===== config.mk =====
export PLATFORM = sky130hd
export DESIGN_NAME = cpu_sequencer
export DESIGN_NICKNAME = d
export VERILOG_FILES = /design/src/rtl/cpu_pkg.sv /design/src/rtl/opcode_decoder.sv /design/src/rtl/cpu_sequencer.sv
export SDC_FILE = /design/constraint.sdc
export NUM_CORES = 1
export LEC_CHECK = 0
export ABC_AREA = 1
export CAP_MARGIN = 40
export CORE_MARGIN = 3
export CORE_UTILIZATION = 50
export DETAILED_ROUTE_END_ITERATION = 10
export PLACE_DENSITY = 0.88
export SYNTH_ARGS = -nofsm -noshare
export SYNTH_HDL_FRONTEND = slang
export SYNTH_SLANG_ARGS = --single-unit

===== constraint.sdc =====
create_clock -name clk -period 3 [get_ports clk]
set_input_delay 0.6 -clock clk [delete_from_list [all_inputs] [get_ports clk]]
set_output_delay 0.6 -clock clk [all_outputs]
set_load 0.01 [all_outputs]

===== src/rtl/cpu_pkg.sv =====
`default_nettype none
// +----------------------------------------------------------------------+
// | cpu_pkg: opcodes, ALU encodings and sequencer states                 |
// | Revision: 1.0                                                        |
// +----------------------------------------------------------------------+
package cpu_pkg;

    localparam logic [5:0] OP_ADD    = 6'b010000;
    localparam logic [5:0] OP_ADDI   = 6'b110000;
    localparam logic [5:0] OP_SUBI   = 6'b111000;
    localparam logic [5:0] OP_SHIFTL = 6'b100000;
    localparam logic [5:0] OP_J      = 6'b000010;
    localparam logic [5:0] OP_BEQ    = 6'b000100;

    localparam logic [1:0] ALU_ADD  = 2'b00;
    localparam logic [1:0] ALU_SUB  = 2'b01;
    localparam logic [1:0] ALU_SHL  = 2'b10;
    localparam logic [1:0] ALU_PASS = 2'b11;

    typedef enum logic [2:0] {
        ST_IDLE   = 3'd0,
        ST_FETCH  = 3'd1,
        ST_DECODE = 3'd2,
        ST_EXEC   = 3'd3,
        ST_WB     = 3'd4,
        ST_PCUPD  = 3'd5,
        ST_HALT   = 3'd6
    } state_e;

    function automatic logic [15:0] sat_inc16(input logic [15:0] v);
        return (v == 16'hFFFF) ? v : v + 16'd1;
    endfunction

endpackage
`default_nettype wire


===== src/rtl/opcode_decoder.sv =====
`default_nettype none
// +----------------------------------------------------------------------+
// | opcode_decoder: combinational IR -> ALU controls and instruction class|
// | Revision: 1.0                                                        |
// +----------------------------------------------------------------------+
module opcode_decoder
    import cpu_pkg::*;
(
    input  logic [31:0] ir_i,
    output logic [1:0]  alu_op_o,
    output logic        alu_src_imm_o,
    output logic        writes_reg_o,
    output logic        dest_rd_o,
    output logic        is_jump_o,
    output logic        is_branch_o,
    output logic        is_nop_o,
    output logic        illegal_o
);

    always_comb begin
        alu_op_o      = ALU_PASS;
        alu_src_imm_o = 1'b0;
        writes_reg_o  = 1'b0;
        dest_rd_o     = 1'b0;
        is_jump_o     = 1'b0;
        is_branch_o   = 1'b0;
        is_nop_o      = 1'b0;
        illegal_o     = 1'b0;
        case (ir_i[31:26])
            OP_ADD: begin
                alu_op_o     = ALU_ADD;
                writes_reg_o = 1'b1;
                dest_rd_o    = 1'b1;
            end
            OP_ADDI: begin
                alu_op_o      = ALU_ADD;
                alu_src_imm_o = 1'b1;
                writes_reg_o  = 1'b1;
            end
            OP_SUBI: begin
                alu_op_o      = ALU_SUB;
                alu_src_imm_o = 1'b1;
                writes_reg_o  = 1'b1;
            end
            OP_SHIFTL: begin
                alu_op_o     = ALU_SHL;
                writes_reg_o = 1'b1;
                dest_rd_o    = 1'b1;
            end
            OP_J:    is_jump_o   = 1'b1;
            OP_BEQ:  is_branch_o = 1'b1;
            // Only the all-zero word is a NOP; opcode 0 with payload is illegal.
            default: begin
                if (ir_i == 32'd0) is_nop_o  = 1'b1;
                else               illegal_o = 1'b1;
            end
        endcase
    end

endmodule
`default_nettype wire


===== src/rtl/cpu_sequencer.sv =====
`default_nettype none
// +----------------------------------------------------------------------+
// | cpu_sequencer: multi-cycle fetch/decode/exec/wb/pc-update controller |
// | Revision: 1.0                                                        |
// +----------------------------------------------------------------------+
module cpu_sequencer
    import cpu_pkg::*;
#(
    parameter int MEM_DEPTH = 21,
    parameter int ADDR_W    = 5
) (
    input  logic              clk,
    input  logic              reset,
    input  logic              start,
    input  logic [ADDR_W-1:0] pc,
    input  logic [31:0]       instruction,
    input  logic              operands_equal,
    output logic              control,
    output logic [ADDR_W-1:0] next_pc_address,
    output logic [4:0]        rs_addr,
    output logic [4:0]        rt_addr,
    output logic [4:0]        rd_addr,
    output logic [15:0]       imm,
    output logic [1:0]        alu_op,
    output logic              alu_src_imm,
    output logic              reg_write,
    output logic              halted,
    output logic              illegal,
    output logic [15:0]       retired
);

    localparam logic [ADDR_W-1:0] LAST_PC = ADDR_W'(MEM_DEPTH - 1);

    state_e      state_q, state_d;
    logic [31:0] ir_q, ir_d;
    logic        taken_q, taken_d;
    logic        illegal_q, illegal_d;
    logic [15:0] retired_q, retired_d;

    logic        dec_writes_reg, dec_dest_rd, dec_is_jump, dec_is_branch;
    logic        dec_is_nop, dec_illegal, redirect;
    logic [4:0]  dest_idx;
    logic [ADDR_W-1:0] target;

    opcode_decoder u_dec (
        .ir_i          (ir_q),
        .alu_op_o      (alu_op),
        .alu_src_imm_o (alu_src_imm),
        .writes_reg_o  (dec_writes_reg),
        .dest_rd_o     (dec_dest_rd),
        .is_jump_o     (dec_is_jump),
        .is_branch_o   (dec_is_branch),
        .is_nop_o      (dec_is_nop),
        .illegal_o     (dec_illegal)
    );

    assign rs_addr  = ir_q[25:21];
    assign rt_addr  = ir_q[20:16];
    assign rd_addr  = ir_q[15:11];
    assign imm      = ir_q[15:0];
    assign dest_idx = dec_dest_rd ? ir_q[15:11] : ir_q[20:16];
    assign target   = ir_q[ADDR_W-1:0];
    assign redirect = dec_is_jump | (dec_is_branch & taken_q);
    assign halted   = (state_q == ST_HALT);
    assign illegal  = illegal_q;
    assign retired  = retired_q;

    always_ff @(posedge clk or negedge reset) begin
        if (!reset) begin
            state_q   <= ST_IDLE;
            ir_q      <= '0;
            taken_q   <= 1'b0;
            illegal_q <= 1'b0;
            retired_q <= '0;
        end else begin
            state_q   <= state_d;
            ir_q      <= ir_d;
            taken_q   <= taken_d;
            illegal_q <= illegal_d;
            retired_q <= retired_d;
        end
    end

    always_comb begin
        state_d         = state_q;
        ir_d            = ir_q;
        taken_d         = taken_q;
        illegal_d       = illegal_q;
        retired_d       = retired_q;
        control         = 1'b0;
        next_pc_address = '0;
        reg_write       = 1'b0;
        case (state_q)
            ST_IDLE: if (start) state_d = ST_FETCH;
            ST_FETCH: begin
                control         = 1'b1;
                next_pc_address = pc;
                ir_d            = instruction;
                state_d         = ST_DECODE;
            end
            ST_DECODE: begin
                if (dec_illegal) begin
                    illegal_d = 1'b1;
                    state_d   = ST_HALT;
                end else begin
                    state_d   = ST_EXEC;
                end
            end
            ST_EXEC: begin
                taken_d = dec_is_branch & operands_equal;
                state_d = (dec_is_jump | dec_is_branch | dec_is_nop) ? ST_PCUPD : ST_WB;
            end
            ST_WB: begin
                reg_write = dec_writes_reg & (dest_idx != 5'd0);
                state_d   = ST_PCUPD;
            end
            ST_PCUPD: begin
                // An out-of-range target is treated as a fault: nothing retires.
                if (redirect && (target > LAST_PC)) begin
                    illegal_d = 1'b1;
                    state_d   = ST_HALT;
                end else if (redirect) begin
                    control         = 1'b1;
                    next_pc_address = target;
                    retired_d       = sat_inc16(retired_q);
                    state_d         = ST_FETCH;
                end else if (pc == LAST_PC) begin
                    retired_d = sat_inc16(retired_q);
                    state_d   = ST_HALT;
                end else begin
                    control         = 1'b1;
                    next_pc_address = pc + ADDR_W'(1);
                    retired_d       = sat_inc16(retired_q);
                    state_d         = ST_FETCH;
                end
            end
            ST_HALT: state_d = ST_HALT;
            default: state_d = ST_IDLE;
        endcase
    end

endmodule
`default_nettype wire


---- Word-level counts from Yosys, hierarchy flattened ----
Cells that the tools add are included.
Widths: inputs -> output; s select.
word-level totals
  flip-flop bits (word level) ............. 53
  input port bits ......................... 41
  output and inout bits ................... 59
  logic and storage cells ................. 75
cells by class
  $add $sub $neg .......................... 2
  magnitude comparators ................... 1
  eq/ne operators ......................... 17
  muxes and demuxes ....................... 30
  bitwise logic cells ..................... 8
  reductions and logical operators ........ 12
operator list
  kind                   count
  $logic_not 32->1       1
  $pmux 3 s7             1
  $mux 5                 4
  $eq 6x6->1 const B     3
  $add 16x1->16 const B  1
  $eq 16x16->1 const B   1
  $mux 1                 16
  $mux 3                 5
  $pmux 5 s2             1
  $eq 3x3->1 const B     3
  $eq 3x2->1 const B     2
  $eq 6x2->1 const B     1
  $eq 6x3->1 const B     1
  $eq 6x5->1 const B     1
  $ne 2x2->1 const B     3
  $pmux 2 s3             1
  $reduce_and 3->1       2
  $reduce_or 2->1        3
  $reduce_or 6->1        1
  $add 5x1->5 const B    1
  $eq 5x5->1 const B     1
  $gt 5x5->1 const B     1
  $reduce_bool 5->1      1
  $pmux 1 s2             2
  other kinds (8)        13

---- Depth between registers and ports, before layout ----
Gate-level depths: netlist (run 1).
  depth in word-level cells ............... 7
  gate-level depth with buffers ........... 10
  mapped depth without buffers ............ 10

---- Cells and area by module ----
Synthesis (run 1) repeated with hierarchy kept, for this count alone.
second synthesis, totals
  cell total of the unflattened synthesis .. 447
  area, all modules ....................... 3,215.6 µm²
modules (own cells, without submodules)
  module          times used  cells each  area each (µm²)  sequential area each (µm²)
  cpu_sequencer   1           390         2,969.1          1,326.3
  opcode_decoder  1           57          246.5            0.0

---- Worst setup path after synthesis (run 1) ----
No wires, ideal clock.
  path type ............................... input to output
  start point ............................. input port pc[0]
  end point ............................... output port next_pc_address[0]
  arrival time ............................ 1,369 ps
  data required time ...................... 2,400 ps
  setup slack ............................. 1,031 ps
  cell stages on the path ................. 7
  buffers on the path ..................... 0
  path through ............................ inv_1 > ha_1 > nand4_1 > nand3_1 > o21ai_0 > nand2_1 > o21ai_0
on the way
  longest elaborated chain between the ends .. 5
  elaborated cells between the ends (all ways) .. 6
  those cells by class .................... 1 x add/sub; 1 x eq/ne; 4 x mux
RTL lines
  item                                              RTL line                                    text
  start: declaration                                cpu_sequencer.sv:15                         input logic [ADDR_W-1:0] pc,
  $add 5x1->5 / $eq 5x5->1 (equally long branches)  cpu_sequencer.sv:132, cpu_sequencer.sv:127
  $mux 5                                            cpu_sequencer.sv:127                        end else if (pc == LAST_PC) begin
  $mux 5                                            cpu_sequencer.sv:122                        end else if (redirect) begin
  $mux 5                                            cpu_sequencer.sv:119                        if (redirect && (target > LAST_PC)) begin
  $pmux 5 s2 (*)                                    cpu_sequencer.sv:93                         case (state_q)
  end: declaration                                  cpu_sequencer.sv:19                         output logic [ADDR_W-1:0] next_pc_address,
Every way passes the cells marked *; elsewhere a longest branch is shown, timed or not.

---- Worst setup path in the final report (run 1) ----
  start point ............................. input port pc[0]
  end point ............................... output port next_pc_address[4]
on the way
  longest elaborated chain between the ends .. 5
  elaborated cells between the ends (all ways) .. 6
  those cells by class .................... 1 x add/sub; 1 x eq/ne; 4 x mux
RTL lines
  item                                              RTL line
  $add 5x1->5 / $eq 5x5->1 (equally long branches)  cpu_sequencer.sv:132, cpu_sequencer.sv:127
  $mux 5 (*)                                        cpu_sequencer.sv:127
  $mux 5 (*)                                        cpu_sequencer.sv:122
  $mux 5 (*)                                        cpu_sequencer.sv:119
  $pmux 5 s2 (*)                                    cpu_sequencer.sv:93
Marks and branches as above.

==> implementation parameters, run 1 <==
Parameter                              Value

Finish
  Final standard cell count with taps included and fillers excluded ... 524
  Net count, final ... 492
  Area Growth Syn to Fin ... 31.4%
  # diodes ... 0
  Number of fill cells ... 452
  Footprint of the flip-flops and latches ... 1330 um^2
  Share of cells above drive strength 1 ... 11.6%
  Area of combinational cells with multiple inputs ... 1420 um^2

STA
  Setup clock skew after layout ... 0.00237 ns
  Fin. Hold Viols ... 0
  Unrepaired setup endpoints after global routing ... false
  Total Negative Setup Slacks ... 0 ns
  Worst slew margin ... 56.2%
  Time the final worst path needs with I/O delays and setup ... 2.85 ns
  Max frequency ... 0.351 GHz
  Share of the clock period used by the worst path ... 94.9%
  Hold slack final ... 0.406 ns
  Min setup slack post-route ... 0.153 ns
  Worst-Margin Slew ... 0.657 ns
  Final setup vio count ... 0
  Max-slew violation count ... 0

Logic synthesis
  Avg Synthesized Cell Area ... 8.36 um^2
  Post-synth EDFFs ... 0
  Number of cells produced by synthesis ... 373
  Ranking of synthesized cells by instance count ... 72 x nand2_1, 53 x dfrtp_1, 48 x nor2_1
  Most used flip-flop cell after synthesis ... dfrtp_1
  Area of the mapped netlist ... 3120 um^2
  Most common cell in the synthesized netlist ... nand2_1
  Seq/Total Area, Yosys ... 42.5%
  Fraction of registers with async set or reset after synthesis ... 100%
  Post-Synthesis Net Count ... 417
  Number of warnings issued by yosys ... 0
  Top cells by area in the synthesized netlist ... dfrtp_1 43%, nand2_1 8.7%, mux2_2 8.3%
  Cell taking the most area after synthesis ... dfrtp_1
  Yosys top cell area share ... 42.5%
  #FFs+latches synth ... 53
  Number of distinct standard cells referenced by the synthesized netlist ... 26

Worst setup path
  Kind of start point of the critical path ... input pin
  Dominant cell type by count on the critical path ... nand2_1
  Critical Path Max Stage Delay ... 0.50 ns
  Critical path endpoint category ... primary output
  Worst flop-to-flop path startpoint ... retired[0]
  Setup crit start ... pc[0]
  Startpoint-to-endpoint class of the critical path ... in2out
  Series of cell instances along the critical path ... clkdlybuf4s50_1 > buf_4 > ha_1 > nand3_1 > xor2_1 > o21ai_0 > nand2_1 > nand2_1 > dlygate4sd2_1
  Crit-path max FO ... 3
  Endpoint required time on the critical path ... 2.40 ns
  Slowest cell on the critical path ... clkdlybuf4s50_1
  Data arrival time of the critical path ... 2.25 ns

Routing
  DRT Pass-1 Iters ... 4
  Initial drt markers ... 97
  Final routed wirelength across all metal layers ... 7230 um
  DR WL/cell ... 13.8 um
  Remaining antenna violation count ... 0
  Number of vias after detailed routing ... 2,678
  Via density per instance ... 5.11
  Detailed-route DRC error count ... 0

Floorplan
  Horiz. Die Dim ... 85.0 um
  Starting Density ... 52.0%
  Die height ... 85.0 um
  Area of the core ... 5990 um^2
  Die footprint ... 7220 um^2
  FP Rows ... 28
  Boundary pin count ... 100

Power and ir drop
  Lkg Pwr ... 0.00184 uW
  Peak VDD IR ... 549 uV
  PwrDens ... 816 nW/um^2

Clock tree
  Clock latency on the worst-skew pair ... 0.30 ns
  Sinks on the clock net ... 53
  Maximum level of the CTS H-tree ... 2
  Clock-pin slew on the worst setup and hold paths ... 0.09 ns
  CTS tree ... yes
  Number of CTS-inserted buffers ... 5
  Clock root buffer ... clkbuf_8
  Max clock buf depth ... 2
  Number of hold buffers added after CTS ... 0

Place
  Cell count after placement ... 515
  Estimated wirelength of the detail-placed design ... 5640 um
  Count of input and output buffers ... 99
  Gp weighted congestion ... 0.855
  Worst setup slack before clock tree synthesis ... -0.131 ns

Global route
  Via count of the first global-routing pass ... 2,755
  Global-route wire length before repair ... 12,400 um
  Maximum number of pins on one net before global-route repair ... 54
  Global router's overall resource usage ... 20.9%
  Antenna violations before repair ... 0
  Gr ovfl total ... 0

Status
  Outcome ... finished clean

Job
  Count of max-cap constraint violations ... 0

Worst hold path
  Worst min-delay path category ... in2async
## registers in the layout, indices dropped and copies added, names as in the netlist
register,count
taken_q,1
state_q,3
retired,16
ir_q,32
illegal,1
## report_power, final
part	leakage, uW	switching [uW]	internal [uW]
Clock	0.0000542	224	209
Sequential	0.000645	276	989
Combinational	0.00114	775	872
## repair_timing
action                     in CTS  in global routing
gates cloned                    0                  0
buffers inserted                1                  0
pin swaps                       1                  0
setup endpoints to repair       6                  2
resized for setup               8                  3
## routing by layer
metal | track usage, % | share of wire [%] | wire [um]
met1 | 24.3 | 40 | 2930
met2 | 38.6 | 52 | 3780
met3 | 4.95 | 5.5 | 398
met4 | 5.04 | 1.7 | 121
met5 | 0 | 0 | 0
## cell type report
class,instances,area share [%]
clock buffer,7,2.35
clock inverter,1,0.122
inverter,30,2.75
multi-input combinational,251,34.6
sequential,53,32.4
tap,75,2.29
timing repair buffer,107,25.5
## worst paths after layout
check,slack [ns],endpoint,depth (start not counted)
max,0.15,next_pc_address[4],9
min,0.41,retired[0],2
max reg2reg,0.95,retired[15],10
min reg2reg,0.50,illegal,1
max in group asynchronous,2.16,ir_q[0],2
min in group clk,0.50,illegal,1
## logic make-up after synthesis
group,Yosys count,share of synthesized area [%]
AND/OR/NAND/NOR,180,25.5
buffers and inverters,69,12.6
flip-flops,53,42.5
AO/OA/AOI/OAI,27,4.82
multiplexers,23,8.31
XOR/XNOR,18,5.06
adder cells (fa/ha/maj),3,1.20
## critical path, delay by kind of cell
kind	cells	cell delay, ns
buffers and inverters	3	0.91
and+or+nand+nor	3	0.22
AOI/OAI and AO/OA	1	0.19
adders and majority gates	1	0.18
xor gates and xnor gates	1	0.15
## stage by stage
stage / total power (uW) / cell area, um^2 / utilization (%)
finish: 3340 / 4100 / 68.4
global route: 3590 / 4100 / 68.4
CTS: 3370 / 4090 / 68.2
detailed placement: 2930 / 3970 / 66.3
global placement: 2870 / 3970 / 66.3
floorplan: 2400 / 3120 / -
## cell usage in the layout (no fill, tap or decap), types with 2 or more instances in the layout
| master | n |
|---|---|
| nand2_2 | 4 |
| o21ai_0 | 10 |
| xor2_1 | 9 |
| a21oi_1 | 10 |
| o21ai_1 | 5 |
| buf_4 | 8 |
| nand3_2 | 2 |
| nand4_1 | 6 |
| inv_1 | 30 |
| nor2_2 | 2 |
| dlygate4sd2_1 | 4 |
| nor2_1 | 47 |
| nand3b_1 | 3 |
| nand3_1 | 31 |
| mux2_2 | 23 |
| clkdlybuf4s50_1 | 92 |
| dlymetal6s2s_1 | 2 |
| dfrtp_1 | 53 |
| nand2_1 | 72 |
| clkbuf_8 | 7 |
| ha_1 | 3 |
| nor4_1 | 2 |
| nor3_1 | 8 |
| xnor2_1 | 9 |
Power figures use the tool's default switching activity.
==> run 2: changes to the inputs <==
--- a/config.mk
+++ b/config.mk
@@ -6,9 +6,9 @@
 export NUM_CORES = 1
 export LEC_CHECK = 0
 export ABC_AREA = 1
-export CAP_MARGIN = 40
 export CORE_MARGIN = 3
 export CORE_UTILIZATION = 50
+export CTS_CLUSTER_DIAMETER = 200
 export DETAILED_ROUTE_END_ITERATION = 10
 export PLACE_DENSITY = 0.88
 export SYNTH_ARGS = -nofsm -noshare
==> results of run 2 <==
Final layout, timing and power as in run 1 (identical DEF).
